--- config.mk ---
export PLATFORM = sky130hd
export DESIGN_NAME = rca_slice_sequencer
export DESIGN_NICKNAME = d
export VERILOG_FILES = /design/src/rtl/rca_slice_sequencer_pkg.sv /design/src/rtl/rca_slice_sequencer_rca_slice.sv /design/src/rtl/rca_slice_sequencer.sv
export SDC_FILE = /design/constraint.sdc
export NUM_CORES = 1
export LEC_CHECK = 0
export ABC_CLOCK_PERIOD_IN_PS = 4450
export CAP_MARGIN = 20
export CORE_ASPECT_RATIO = 0.75
export CORE_UTILIZATION = 56
export DETAILED_ROUTE_END_ITERATION = 12
export DONT_BUFFER_PORTS = 1
export PLACE_DENSITY = 0.74
export RECOVER_POWER = 100
export SETUP_SLACK_MARGIN = 0.3
export SYNTH_ARGS = -nofsm -noshare
export SYNTH_HDL_FRONTEND = slang
export SYNTH_SLANG_ARGS = --single-unit
--- constraint.sdc ---
create_clock -name clk -period 4.45 [get_ports clk]
set_input_delay 1.1125 -clock clk [delete_from_list [all_inputs] [get_ports clk]]
set_output_delay 1.1125 -clock clk [all_outputs]
set_load 0.02 [all_outputs]
--- src/rtl/rca_slice_sequencer_pkg.sv ---
// rca_slice_sequencer_pkg: shared FSM encoding and slice-count helper for the sequential adder.
package rca_slice_sequencer_pkg;
  typedef enum logic [1:0] {ST_IDLE, ST_BUSY, ST_DONE} state_t;
  function automatic int slice_count(input int n, input int w);
    return n / w;
  endfunction
endpackage

--- src/rtl/rca_slice_sequencer_rca_slice.sv ---
// rca_slice: W-bit ripple-carry adder built from full-adder cells.
module rca_slice #(
  parameter int W = 8
) (
  input  logic [W-1:0] a_i,
  input  logic [W-1:0] b_i,
  input  logic         cin_i,
  output logic [W-1:0] s_o,
  output logic         cout_o
);
  logic [W:0] c;
  assign c[0] = cin_i;
  for (genvar g = 0; g < W; g++) begin : g_fa
    assign s_o[g]   = a_i[g] ^ b_i[g] ^ c[g];
    assign c[g+1]   = (a_i[g] & b_i[g]) | (c[g] & (a_i[g] ^ b_i[g]));
  end
  assign cout_o = c[W];
endmodule

--- src/rtl/rca_slice_sequencer.sv ---
// rca_slice_sequencer: N-bit add (optionally subtract with RCA_SEQ_SUB_EN) using one W-bit slice over N/W cycles.
module rca_slice_sequencer
  import rca_slice_sequencer_pkg::*;
#(
  parameter int N = 32,
  parameter int W = 8
) (
  input  logic         clk,
  input  logic         rst,
  input  logic         in_valid,
  output logic         in_ready,
  input  logic [N-1:0] operand_a,
  input  logic [N-1:0] operand_b,
  input  logic         sub,
  output logic         out_valid,
  input  logic         out_ready,
  output logic [N-1:0] sum,
  output logic         cout,
  output logic         busy
);
  localparam int K  = slice_count(N, W);
  localparam int IW = K > 1 ? $clog2(K) : 1;
  state_t         state_q, state_d;
  logic [IW-1:0]  idx_q, idx_d;
  logic [N-1:0]   a_q, a_d, b_q, b_d, sum_q, sum_d;
  logic           carry_q, carry_d, cout_q, cout_d;
  logic           sub_eff, last, c;
  logic [W-1:0]   s;
`ifdef RCA_SEQ_SUB_EN
  assign sub_eff = sub;
`else
  logic unused_sub;
  assign unused_sub = sub;
  assign sub_eff    = 1'b0;
`endif
  assign last = idx_q == IW'(K - 1);
  rca_slice #(.W(W)) u_slice (
    .a_i   (a_q[int'(idx_q)*W +: W]),
    .b_i   (b_q[int'(idx_q)*W +: W]),
    .cin_i (carry_q),
    .s_o   (s),
    .cout_o(c)
  );
  always_comb begin
    state_d = state_q;
    idx_d   = idx_q;
    a_d     = a_q;
    b_d     = b_q;
    carry_d = carry_q;
    sum_d   = sum_q;
    cout_d  = cout_q;
    case (state_q)
      ST_IDLE: if (in_valid) begin
        a_d     = operand_a;
        b_d     = sub_eff ? ~operand_b : operand_b;
        carry_d = sub_eff;
        idx_d   = '0;
        state_d = ST_BUSY;
      end
      ST_BUSY: begin
        sum_d[int'(idx_q)*W +: W] = s;
        carry_d = c;
        idx_d   = last ? '0 : idx_q + 1'b1;
        cout_d  = last ? c : cout_q;
        state_d = last ? ST_DONE : ST_BUSY;
      end
      ST_DONE: state_d = out_ready ? ST_IDLE : ST_DONE;
      default: state_d = ST_IDLE;
    endcase
  end
  always_ff @(posedge clk) begin
    if (rst) begin
      state_q <= ST_IDLE;
      idx_q   <= '0;
      a_q     <= '0;
      b_q     <= '0;
      carry_q <= 1'b0;
      sum_q   <= '0;
      cout_q  <= 1'b0;
    end else begin
      state_q <= state_d;
      idx_q   <= idx_d;
      a_q     <= a_d;
      b_q     <= b_d;
      carry_q <= carry_d;
      sum_q   <= sum_d;
      cout_q  <= cout_d;
    end
  end
  assign in_ready  = (state_q == ST_IDLE) & ~rst;
  assign out_valid = state_q == ST_DONE;
  assign busy      = state_q != ST_IDLE;
  assign sum       = sum_q;
  assign cout      = cout_q;
endmodule

==> Word level (Yosys, flattened, before mapping) <==
Cells that the tools add are included.
{ "op_classes": {"n_shift": 4, "bitwise": 42, "n_mux": 10, "n_eq_ne": 4, "add_sub_neg": 2, "reduce_logical": 6} }
{ "ops": {"columns": ["op", "n"], "rows": [
  ["variable part select 32 x 6 -> 8 bit", 2],
  ["negator 5 -> 33 bit", 1],
  ["variable shift 8 x 33 -> 32 bit, first input constant", 1],
  ["variable part select 8 x 33 -> 32 bit", 1],
  ["bitwise mux 32 bit", 1],
  ["bitwise AND 1 bit", 17],
  ["XOR 1 bit", 16],
  ["2-to-1 mux 2 bit", 5],
  ["OR 1 bit", 8],
  ["one-hot mux 2 bit (3 select lines)", 1],
  ["AND reduction 2 bit", 3],
  ["equality test 2 bit, second input constant", 2],
  ["one-hot mux 2 bit (2 select lines)", 1],
  ["nonzero test 2 bit", 2],
  ["adder 2 x 1 -> 2 bit, second input constant", 1],
  ["equality test 2 x 1 -> 1 bit, second input constant", 1],
  ["zero test 2 bit", 1],
  ["inequality test 2 bit, second input constant", 1],
  ["one-hot mux 1 bit (2 select lines)", 1],
  ["2-to-1 mux 1 bit", 1],
  ["NOT 1 bit", 1]
]} }
{ "word_totals": {"ff_bits": 102, "out_inout_bits": 36, "inputBits": 69} }

==> Logic depth before layout (Yosys ltp) <==
Gate-level depths: netlist of the first run.
{ "logic_depth": {"word_depth": 19, "depth_mapped": 16, "mapped_depth_nobuf": 15} }

==> By module <==
A second synthesis of the first run with hierarchy kept.
{ "hier_totals": {"cells_unflattened": 472, "hier_area_um2": 4357.9} }
{ "modules_own_cells": {"columns": ["module", "instances", "cells_each", "area_each_um2"], "rows": [
  ["rca_slice_sequencer", 1, 454, 4160.2],
  ["rca_slice", 1, 18, 197.7]
]} }

==> Least setup slack after synthesis of the first run <==
Ideal clock, no wire load.
{ "synth_path": {"kind": "register -> register", "startpoint": "register idx_q[0]", "endpoint": "register sum_q[7], in the netlist sum[7]", "path_slack_ps": -19, "path_buffers": 1, "arrival_time_ps": 4348, "stages_incl_launch_ff": 17, "setup_time_ps": 121, "path_cell_list": "dfxtp_1 buf_2 mux4_2 inv_1 fa_1 fa_1 fa_1 fa_1 fa_1 inv_1 fa_1 inv_1 fa_1 inv_1 fa_1 inv_1 a2bb2o_1"} }
{ "synth_via": {"elab_chain_len": 19, "word_cells_on_any_way": 43, "classes_between": "add/sub: 1; shift: 4; mux: 1; bitwise: 37"} }
{ "synth_lines": {"columns": ["item", "line", "text"], "rows": [
  ["start, declared", "rca_slice_sequencer.sv:24", "logic [IW-1:0] idx_q, idx_d;"],
  ["start signal, assigned", "rca_slice_sequencer.sv:82", "idx_q <= idx_d;"],
  ["variable part select 32 x 6 -> 8 bit, on equally long branches", "rca_slice_sequencer.sv:38, rca_slice_sequencer.sv:39", null],
  ["XOR 1 bit", "rca_slice_sequencer_rca_slice.sv:14, rca_slice_sequencer_rca_slice.sv:15", null],
  ["bitwise AND 1 bit", "rca_slice_sequencer_rca_slice.sv:15", "assign c[g+1] = (a_i[g] & b_i[g]) | (c[g] & (a_i[g] ^ b_i[g]));"],
  ["OR 1 bit", "rca_slice_sequencer_rca_slice.sv:15", null],
  ["bitwise AND 1 bit", "rca_slice_sequencer_rca_slice.sv:15", null],
  ["OR 1 bit", "rca_slice_sequencer_rca_slice.sv:15", null],
  ["bitwise AND 1 bit", "rca_slice_sequencer_rca_slice.sv:15", null],
  ["OR 1 bit", "rca_slice_sequencer_rca_slice.sv:15", null],
  ["[... 3 more ...]", null, null],
  ["OR 1 bit", "rca_slice_sequencer_rca_slice.sv:15", null],
  ["bitwise AND 1 bit", "rca_slice_sequencer_rca_slice.sv:15", null],
  ["OR 1 bit", "rca_slice_sequencer_rca_slice.sv:15", null],
  ["bitwise AND 1 bit", "rca_slice_sequencer_rca_slice.sv:15", null],
  ["OR 1 bit", "rca_slice_sequencer_rca_slice.sv:15", null],
  ["XOR 1 bit", "rca_slice_sequencer_rca_slice.sv:14", "assign s_o[g] = a_i[g] ^ b_i[g] ^ c[g];"],
  ["variable part select 8 x 33 -> 32 bit", "rca_slice_sequencer.sv:61", "sum_d[int'(idx_q)*W +: W] = s;"],
  ["bitwise mux 32 bit *", "rca_slice_sequencer.sv:61", null],
  ["end signal, assigned", "rca_slice_sequencer.sv:86", "sum_q <= sum_d;"],
  ["end, declared", "rca_slice_sequencer.sv:25", "logic [N-1:0] a_q, a_d, b_q, b_d, sum_q, sum_d;"]
]} }
Mark *: on every way between the ends. The rest lies on a longest branch, timed or not.
A chain may end at the register's enable or synchronous reset.

==> Worst setup path in the final report of the first run <==
Same ends and word-level chain as after synthesis.

==> results of run 1 <==
tightest hold or removal path, cell delays in order, from the launching register on:
cell and delay, ns:
dfxtp_1 0.32, nand2_1 0.05, a21oi_1 0.05
how the worst max path moves through the flow:
stage                     depth (start not counted)                   end  slack [ns]
after floorplan                                  16   sum[7]$_SDFFE_PP0P_        0.27
after global placement                           15   sum[7]$_SDFFE_PP0P_        0.29
after detailed placement                         15   sum[7]$_SDFFE_PP0P_        0.23
after CTS                                        15   sum[7]$_SDFFE_PP0P_        0.27
after global routing                             15  sum[31]$_SDFFE_PP0P_        0.13
final                                            15   sum[7]$_SDFFE_PP0P_        0.31
per-stage QoR:
step                total power [mW]  hold WS [ns]
CTS                             1.82         0.451
finish                          1.81         0.453
detailed placement              1.17         0.437
global placement                1.17         0.434
floorplan                       1.14         0.433
global route                    1.90         0.477
synthesized netlist by cell type, types with 2 or more instances:
library cell,count,area (sq um)
a22oi_1,3,22.5
buf_2,3,15.0
inv_1,21,78.8
nor2_1,7,26.3
nand3_1,3,15.0
or2_2,2,12.5
mux4_2,16,360
nor3b_1,2,15.0
a21oi_1,70,350
clkbuf_1,25,93.8
o2bb2ai_1,26,228
nor2b_1,2,12.5
nand2_1,130,488
a2bb2o_1,2,20.0
dfxtp_1,102,2040
ha_1,6,75.1
fa_1,8,160
buf_1,2,7.51
a22o_1,4,35.0
nor3_1,2,10.0
routing by layer:
metal	GRT usage [%]	part of all wire [%]	routed length, um
met1	34.0	47	4110
met2	35.0	44	3880
met3	8.48	7.9	694
met4	6.38	0.78	68
met5	0	0	0
logic make-up (layout without fill, tap and decap cells):
kind of cell,Yosys count,after routing,share of synthesized area [%]
buffers and inverters,52,44,4.96
DFF,102,102,49.1
AOI/OAI and AO/OA,106,106,15.9
and+or+nand+nor,156,156,15.5
adders and majority gates,14,14,5.65
muxes,17,17,8.90
flip-flops by register name, indices dropped and copies added (netlist names):
register	flops
a_q	32
b_q	32
carry_q	1
cout	1
idx_q	2
state_q	2
sum	32
power by group through the flow:
stage	Combinational [mW]	Clock (mW)	Sequential (mW)
finish	0.182	0.653	0.975
global route	0.203	0.713	0.981
CTS	0.183	0.664	0.975
detailed placement	0.178	0	0.997
global placement	0.173	0	0.995
floorplan	0.148	0	0.989
what timing repair did:
action,CTS,global route
gates resized for setup,9,4
pin swaps,7,4
setup buffers,1,0
setup endpoints to repair,1,3
final cells by class:
cell class,count,area [sq um]
clock buffer,10,138
clock inverter,6,93.8
fill,622,2540
inverter,21,78.8
multi-input combinational,293,1930
sequential,102,2040
tap,98,123
timing repair buffer,7,48.8
==> flow_summary_export.csv, run 1 <==
group,metric,value,unit
global_routing,grt_max_degree,78,
floorplan,num_io_pins,105,
worst_setup_path,crit_path_max_fanout,4,
worst_setup_path,startpoint,"idx_q[0]$_SDFFE_PP0P_",
placement,gp_congestion,0.781,
finish,final_core_util,63.7,%
worst_hold_path,min_to,"b_q[9]$_SDFFE_PP0P_",
global_routing,track_usage,24.1,%
drt,drt_first_pass_iters,4,
clocking,cts_tree,"yes",
clocking,hold_buffers,0,
flow_run,drv_cap,1,
worst_hold_path,hp-class,"reg2reg",
finish,finalInstanceArea,0.00446,sq mm
finish,final_common_cell,"nand2_1",
sta,post-route-period-util,93.0,%
worst_setup_path,slowest_delay,0.46,ns
clocking,cts_num_sinks,102,
drt,wl_per_cell,16.3,um
yosys,synth_edf_count,0,
worst_setup_path,path_common_cell,"fa_2",
drt,drt-initial-drc-count,140,
global_routing,first_global_vias,2855,
worst_hold_path,worstHoldStart,"b_q[9]$_SDFFE_PP0P_",
pwr,p_leak,1.56,nW
sta,slew_violations,53,
floorplan,rows,26,
floorplan,core_area,0.00699,sq mm
pwr,p_per_area,406,mW/mm^2
worst_hold_path,min_path_cells,2,
worst_setup_path,endpoint_kind,"register",
yosys,synthCells,447,
pwr,switchingPower,448,uW
sta,grt_setup_unrepaired,"yes",
worst_setup_path,crit-reg2reg-launch,"idx_q[0]$_SDFFE_PP0P_",
floorplan,die_x,102,um
global_routing,grt_overflow,0,
worst_setup_path,path_cells,"mux4_2, inv_2, fa_2, fa_2, fa_2, fa_1, fa_2, inv_1, fa_1, inv_2, fa_2, inv_2, fa_2, inv_1, a2bb2o_4",
drt,avgViaCountPerCell,5.57,
yosys,syn_avg_cell_area,9.31,sq um
worst_setup_path,critPathLaunchType,"register",
worst_setup_path,r2r-end,"sum[7]$_SDFFE_PP0P_",
pwr,clkPwrFrac,36.1,%
clocking,numCtsBuffers,9,
sta,fin_tns_setup,0,ns
worst_setup_path,worstSetupPathType,"reg2reg",
yosys,synth_ff_type,"dfxtp_1",
floorplan,dieArea,0.00778,sq mm
clocking,clk_pin_slew,0.09,ns
drt,drc_errors,0,
sta,setup_ws,0.313,ns
sta,setup_viol,0,
pwr,p_comb_share,10.0,%
yosys,synth_area,0.00416,sq mm
pwr,ir_drop,0.000190,V
worst_setup_path,timing.critical_path.buf_inv,5,
sta,tightest_slew,1.95,ns
finish,drive_gt1_share,11.4,%
placement,dp_cells,520,
finish,final_cells,537,
sta,timing.final.crit_period,4.14,ns
placement,hpwl,6320,um
placement,dpl_worst_slack,0.234,ns
finish,syn2layout_area_growth,7.13,%
yosys,synth_cell_types,31,
sta,clock.fmax,242,MHz
worst_setup_path,required,4.71,ns
status,status,"complete, but fails checks",
yosys,synthArstFlopShare,0,%
global_routing,grt_pass1_wl,14400,um
yosys,yosysWarnings,0,
clocking,clk_latency,0.36,ns
finish,antenna_cells,0,
drt,postRouteAntennaNets,0,
sta,clock_skew,0.00786,ns
worst_setup_path,crit_slowest_cell,"fa_2",
floorplan,die_h,76.7,um
drt,vias,2989,
clocking,clockBufferDepth,2,
sta,final_hold_viol_count,0,
yosys,synth-seq-area-share,49.1,%
clocking,cts_root_buffer,"clkbuf_8",
worst_setup_path,cp.arrival,4.39,ns
pwr,power_frac_seq,53.9,%
placement,io_buffers,0,
worst_setup_path,ff2ff_path_depth,15,
status,failed_checks,"capacitance limit, slew limit",
worst_setup_path,ff2ff_setup_slack,0.31,ns
finish,layout_common_cells,"130 x nand2_1, 102 x dfxtp_1, 70 x a21oi_1",
floorplan,start_util,59.5,%
pwr,sw_frac_of_total,24.8,%
clocking,htreeDepth,3,
worst_setup_path,critPathTopFamily,"adder cells",
drt,wl,8760,um
placement,postPlaceCellArea,0.00423,sq mm
yosys,synth_fp_nets,530,
pwr,p_int,1.36,mW
yosys,ys_seq_elements,102,
finish,final_nets,517,
sta,relSlewSlack,-30.1,%
global_routing,grt_antenna_before_repair,0,
Note: power is estimated with default switching activity, not from simulation.
==> run 2: changes to the inputs <==
Settings changed: CORE_MARGIN from default to 1, CORE_UTILIZATION 56 to 57, CTS_BUF_LIST from default to sky130_fd_sc_hd__clkbuf_2, PLACE_DENSITY 0.74 to 0.75.
==> run 2 against run 1 <==
Against the previous run: worst setup slack got worse by 0.051 ns; sequential share of layout area increased by 1.3 points; cell area is 2.6% lower; hold slack better by 0.012 ns; clock-buffer cell count shrank 1; highest routed layer unchanged; non-clock buffer count increased by 3; critical path type unchanged; total power down 14%; die area decreased by 1.7%; clock power fell by 39%; register-to-register slack lost 0.05 ns; sequential power up 0.6%; largest cell class unchanged; clock skew grew 0.015 ns; the run now ends clean.
==> flow_summary_export.csv, run 2 (synthesis results as in run 1) <==
group,metric,value,unit
finish,antenna_cells,0,
worst_setup_path,endpoint_kind,"register",
finish,finalInstanceArea,0.00434,sq mm
finish,seq_area,0.00204,sq mm
finish,final_common_cell,"nand2_1",
drt,drt_first_pass_iters,4,
sta,slew_violations,0,
sta,final_hold_viol_count,0,
finish,multi_input_area,0.00193,sq mm
placement,dp_cells,520,
finish,final_cells,540,
pwr,p_int,1.11,mW
drt,drc_errors,0,
pwr,totalPowerFinal,1.56,mW
floorplan,dieArea,0.00765,sq mm
worst_setup_path,critPathLaunchType,"register",
pwr,p_comb_share,11.3,%
worst_hold_path,hp-class,"reg2reg",
finish,layout_common_cells,"130 x nand2_1, 101 x dfxtp_1, 70 x a21oi_1",
worst_setup_path,r2r-end,"sum[7]$_SDFFE_PP0P_",
drt,postRouteAntennaNets,0,
floorplan,rows,26,
floorplan,die_h,76.0,um
placement,gp_congestion,0.781,
pwr,switchingPower,446,uW
global_routing,met2_usage,35.2,%
sta,relSlewSlack,1.49,%
global_routing,grt_overflow,0,
pwr,p_per_area,358,mW/mm^2
worst_setup_path,path_cells,"mux4_2, inv_1, fa_2, fa_2, fa_2, fa_1, fa_2, inv_1, fa_1, inv_1, fa_2, inv_2, fa_1, inv_1, a2bb2o_1",
drt,wl_per_cell,15.7,um
worst_setup_path,ff2ff_path_depth,15,
worst_setup_path,worstSetupPathType,"reg2reg",
worst_hold_path,min_path_cells,2,
worst_setup_path,required,4.98,ns
global_routing,grt_antenna_before_repair,0,
sta,fin_tns_setup,0,ns
finish,syn2layout_area_growth,4.33,%
drt,wl,8500,um
worst_setup_path,crit_slowest_cell,"dfxtp_1",
clocking,clk_latency,0.60,ns
worst_setup_path,critPathTopFamily,"adder cells",
finish,drive_gt1_share,10.9,%
floorplan,start_util,60.1,%
worst_setup_path,timing.critical_path.buf_inv,5,
global_routing,track_usage,23.9,%
worst_setup_path,ff2ff_setup_slack,0.26,ns
placement,hpwl,6120,um
floorplan,num_io_pins,105,
global_routing,grt_max_degree,78,
finish,final_nets,520,
sta,setup_viol,0,
global_routing,grt.busiest_layer,"met2",
global_routing,first_global_vias,2825,
sta,post-route-period-util,94.1,%
pwr,sw_frac_of_total,28.6,%
sta,grt_setup_unrepaired,"no",
worst_setup_path,cp.arrival,4.72,ns
pwr,power_frac_seq,63.1,%
sta,clock.fmax,239,MHz
worst_setup_path,slowest_delay,0.44,ns
drt,avgViaCountPerCell,5.59,
clocking,cts_root_buffer,"clkbuf_2",
global_routing,grt_util_met3,9.45,%
pwr,clkPwrFrac,25.6,%
pwr,p_leak,1.53,nW
placement,postPlaceCellArea,0.00422,sq mm
clocking,numCtsBuffers,9,
worst_hold_path,worstHoldStart,"a_q[28]$_SDFFE_PP0P_",
sta,timing.final.crit_period,4.19,ns
clocking,clk_pin_slew,0.27,ns
global_routing,met1_usage,33.2,%
sta,clock_skew,0.0225,ns
floorplan,die_x,101,um
flow_run,drv_cap,0,
drt,drt-initial-drc-count,144,
clocking,cts_tree,"yes",
clocking,clockBufferDepth,2,
sta,tightest_slew,1.48,ns
worst_setup_path,path_common_cell,"fa_2",
worst_setup_path,crit_path_max_fanout,6,
floorplan,core_area,0.00693,sq mm
clocking,cts_num_sinks,102,
global_routing,grt_pass1_wl,14100,um
pwr,ir_drop,0.000176,V
clocking,hold_buffers,0,
status,status,"finished clean",
clocking,htreeDepth,3,
finish,n_fill_cell,615,
worst_setup_path,crit-reg2reg-launch,"idx_q[0]$_SDFFE_PP0P_",
drt,vias,3016,
worst_hold_path,min_to,"a_q[28]$_SDFFE_PP0P_",
placement,io_buffers,0,
==> run 2: cell type report <==
cell class / instances / share of cell area, %
Clock buffer: 9 / 1.04
Tap cell: 98 / 2.82
Sequential cell: 102 / 47.1
Timing Repair Buffer: 10 / 1.56
Multi-Input combinational cell: 293 / 44.4
Inverter: 21 / 1.82
Clock inverter: 7 / 1.33
==> run 2: worst reg2reg max path, cell delays in order (launching register included) <==
cell and delay [ns]:
dfxtp_1 0.44, mux4_2 0.35, inv_1 0.05, fa_2 0.36, fa_2 0.37, fa_2 0.37
fa_1 0.40, fa_2 0.34, inv_1 0.07, fa_1 0.15, inv_1 0.05, fa_2 0.33
inv_2 0.06, fa_1 0.44, inv_1 0.09, a2bb2o_1 0.28
==> run 2: per-layer routing <==
layer  wire (um)  vias up
met5           0        -
met2        3820      106
met4          49        0
met3         736        4
met1        3900     1407
li1            -     1499
==> run 2: power groups by stage <==
stage | logic (mW) | registers, mW | clock network [mW]
after floorplan | 0.148 | 0.989 | 0
after global placement | 0.168 | 0.997 | 0
after detailed placement | 0.171 | 0.999 | 0
after CTS | 0.179 | 0.981 | 0.404
after global routing | 0.198 | 0.988 | 0.451
final | 0.176 | 0.981 | 0.399
==> run 2: stage by stage <==
stage	setup WS (ns)	hold WS [ns]	utilization (%)
6_report	0.262	0.466	62.7
4_1_cts	0.315	0.468	62.9
5_1_grt	0.150	0.471	62.7
2_1_floorplan	0.272	0.433	-
3_5_place_dp	0.178	0.440	60.9
3_3_place_gp	0.212	0.434	60.9
==> run 2: worst max path at each step <==
stage	start	end	slack, ns	cells past startpoint
after floorplan	idx_q[0]$_SDFFE_PP0P_	sum[7]$_SDFFE_PP0P_	0.27	16
after global placement	idx_q[1]$_SDFFE_PP0P_	sum[7]$_SDFFE_PP0P_	0.21	15
after detailed placement	idx_q[1]$_SDFFE_PP0P_	sum[7]$_SDFFE_PP0P_	0.18	15
after CTS	idx_q[0]$_SDFFE_PP0P_	sum[7]$_SDFFE_PP0P_	0.32	15
after global routing	idx_q[0]$_SDFFE_PP0P_	sum[15]$_SDFFE_PP0P_	0.15	15
final	idx_q[0]$_SDFFE_PP0P_	sum[7]$_SDFFE_PP0P_	0.26	15
==> run 2: repair_timing <==
| item | 4_1_cts | 5_1_grt |
|---|---|---|
| pin swaps | 6 | 5 |
| gates resized for setup | 5 | 1 |
| buffers inserted | 4 | 0 |
| setup endpoints to repair | 1 | 3 |
| hold endpoints to repair | 0 | 0 |
==> run 3: changes to the inputs <==
Settings changed: SETUP_SLACK_MARGIN 0.3 to default.
==> run 3 against run 2 <==
Against the previous run: sequential cell count unchanged; cell area about the same; die area unchanged; sequential share of layout area about the same; register-to-register slack worse by 0.12 ns; clock-buffer cell count unchanged; clock skew up 0.0085 ns; first-iteration DRC count up 2.1%; via count up 2.0%; critical path type unchanged; worst setup slack worse by 0.12 ns.
==> flow_summary_export.csv, run 3 (synthesis results as in run 1) <==
group,metric,value,unit
sta,clock.fmax,232,MHz
drt,wl_per_cell,16.5,um
clocking,htreeDepth,3,
pwr,ir_drop,0.000225,V
sta,relSlewSlack,10.3,%
finish,syn2layout_area_growth,4.42,%
worst_setup_path,worstSetupPathType,"reg2reg",
worst_setup_path,path_common_cell,"fa_1",
sta,setup_viol,0,
sta,timing.final.crit_period,4.31,ns
clocking,clk_latency,0.58,ns
worst_setup_path,crit_path_max_fanout,5,
drt,drt-initial-drc-count,147,
drt,wl,8880,um
clocking,cts_root_buffer,"clkbuf_2",
worst_hold_path,worstHoldStart,"a_q[29]$_SDFFE_PP0P_",
worst_setup_path,endpoint_kind,"register",
flow_run,drv_cap,0,
clocking,cts_tree,"yes",
placement,hpwl,6480,um
floorplan,num_io_pins,105,
global_routing,first_global_vias,2880,
drt,drt_first_pass_iters,4,
status,status,"finished clean",
sta,clock_skew,0.0310,ns
global_routing,grt_overflow,0,
finish,final_core_util,62.7,%
worst_setup_path,crit_slowest_cell,"fa_1",
drt,drc_errors,0,
finish,antenna_cells,0,
worst_setup_path,timing.critical_path.buf_inv,5,
sta,final_hold_viol_count,0,
floorplan,start_util,60.1,%
drt,avgViaCountPerCell,5.72,
clocking,clk_pin_slew,0.27,ns
sta,grt_setup_unrepaired,"no",
sta,slew_violations,0,
clocking,cts_num_sinks,102,
global_routing,track_usage,24.5,%
global_routing,grt_max_degree,78,
worst_setup_path,critPathLaunchType,"register",
global_routing,grt_pass1_wl,14500,um
clocking,numCtsBuffers,9,
sta,fin_tns_setup,0,ns
sta,tightest_slew,1.35,ns
placement,gp_congestion,0.753,
drt,postRouteAntennaNets,0,
worst_hold_path,hp-class,"reg2reg",
finish,drive_gt1_share,10.0,%
finish,final_nets,518,
pwr,p_leak,1.53,nW
worst_setup_path,required,4.93,ns
sta,post-route-period-util,96.9,%
worst_setup_path,critPathTopFamily,"adder cells",
worst_setup_path,crit-reg2reg-launch,"idx_q[0]$_SDFFE_PP0P_",
floorplan,dieArea,0.00765,sq mm
floorplan,die_h,76.0,um
global_routing,grt_antenna_before_repair,0,
pwr,p_per_area,369,mW/mm^2
floorplan,rows,26,
drt,vias,3077,
finish,final_common_cell,"nand2_1",
placement,io_buffers,0,
clocking,clockBufferDepth,2,
worst_setup_path,crit_cells,15,
floorplan,core_area,0.00693,sq mm
worst_setup_path,slowest_delay,0.47,ns
worst_setup_path,cp.arrival,4.79,ns
finish,layout_common_cells,"130 x nand2_1, 101 x dfxtp_1, 70 x a21oi_1",
worst_setup_path,ff2ff_path_depth,15,
worst_setup_path,startpoint,"idx_q[0]$_SDFFE_PP0P_",
floorplan,die_x,101,um
worst_setup_path,path_cells,"mux4_2, inv_1, fa_1, fa_2, fa_2, fa_1, fa_1, inv_1, fa_1, inv_1, fa_1, inv_1, fa_1, inv_1, a2bb2o_1",
worst_hold_path,min_path_cells,2,
clocking,hold_buffers,0,
## run 3: stage by stage
step	instances	worst slack, ns	hold slack [ns]	area [sq um]	power, mW
2_1_floorplan	447	0.0676	0.433	4160	1.13
3_3_place_gp	522	0.107	0.434	4220	1.16
3_5_place_dp	522	0.0677	0.438	4220	1.17
4_1_cts	538	0.0289	0.464	4350	1.61
5_1_grt	538	0.0120	0.487	4350	1.68
6_report	538	0.139	0.469	4350	1.60
## run 3: final timing paths
kind	end	slack, ns
max	sum[7]$_SDFFE_PP0P_	0.14
min	a_q[29]$_SDFFE_PP0P_	0.47
max reg2reg	sum[7]$_SDFFE_PP0P_	0.14
min reg2reg	a_q[29]$_SDFFE_PP0P_	0.47
## run 3: what timing repair did
item | CTS | global route
buffers inserted | 0 | 0
endpoints found under the setup margin | 0 | 3
resized for setup | 0 | 4
## run 3: tightest hold or removal path: cells and delay by family (launching register included)
family	cells	cell delay (ns)
DFF	1	0.36
and+or+nand+nor	1	0.05
AOI/OAI and AO/OA	1	0.05
## run 3: cell type report
type                       count  area [sq um]
sequential                   102          2050
fill                         603          2580
clock inverter                 7          81.3
tap                           98           123
timing repair buffer           8          52.6
clock buffer                   9          45.0
inverter                      21          78.8
multi-input combinational    293          1920
## run 3: power breakdown
part           total, mW  leakage [nW]  switching (mW)  internal, mW
sequential         0.981         0.833          0.0266         0.955
clock              0.449        0.0731           0.312         0.137
combinational      0.173         0.624           0.104        0.0696
## run 3: metal layers
layer / global-route usage, % / share of wire, % / vias up
li1: - / - / 1492
met1: 33.5 / 45 / 1446
met2: 36.8 / 46 / 126
met3: 7.43 / 7.9 / 13
met4: 8.70 / 1.4 / 0
met5: 0 / 0 / -
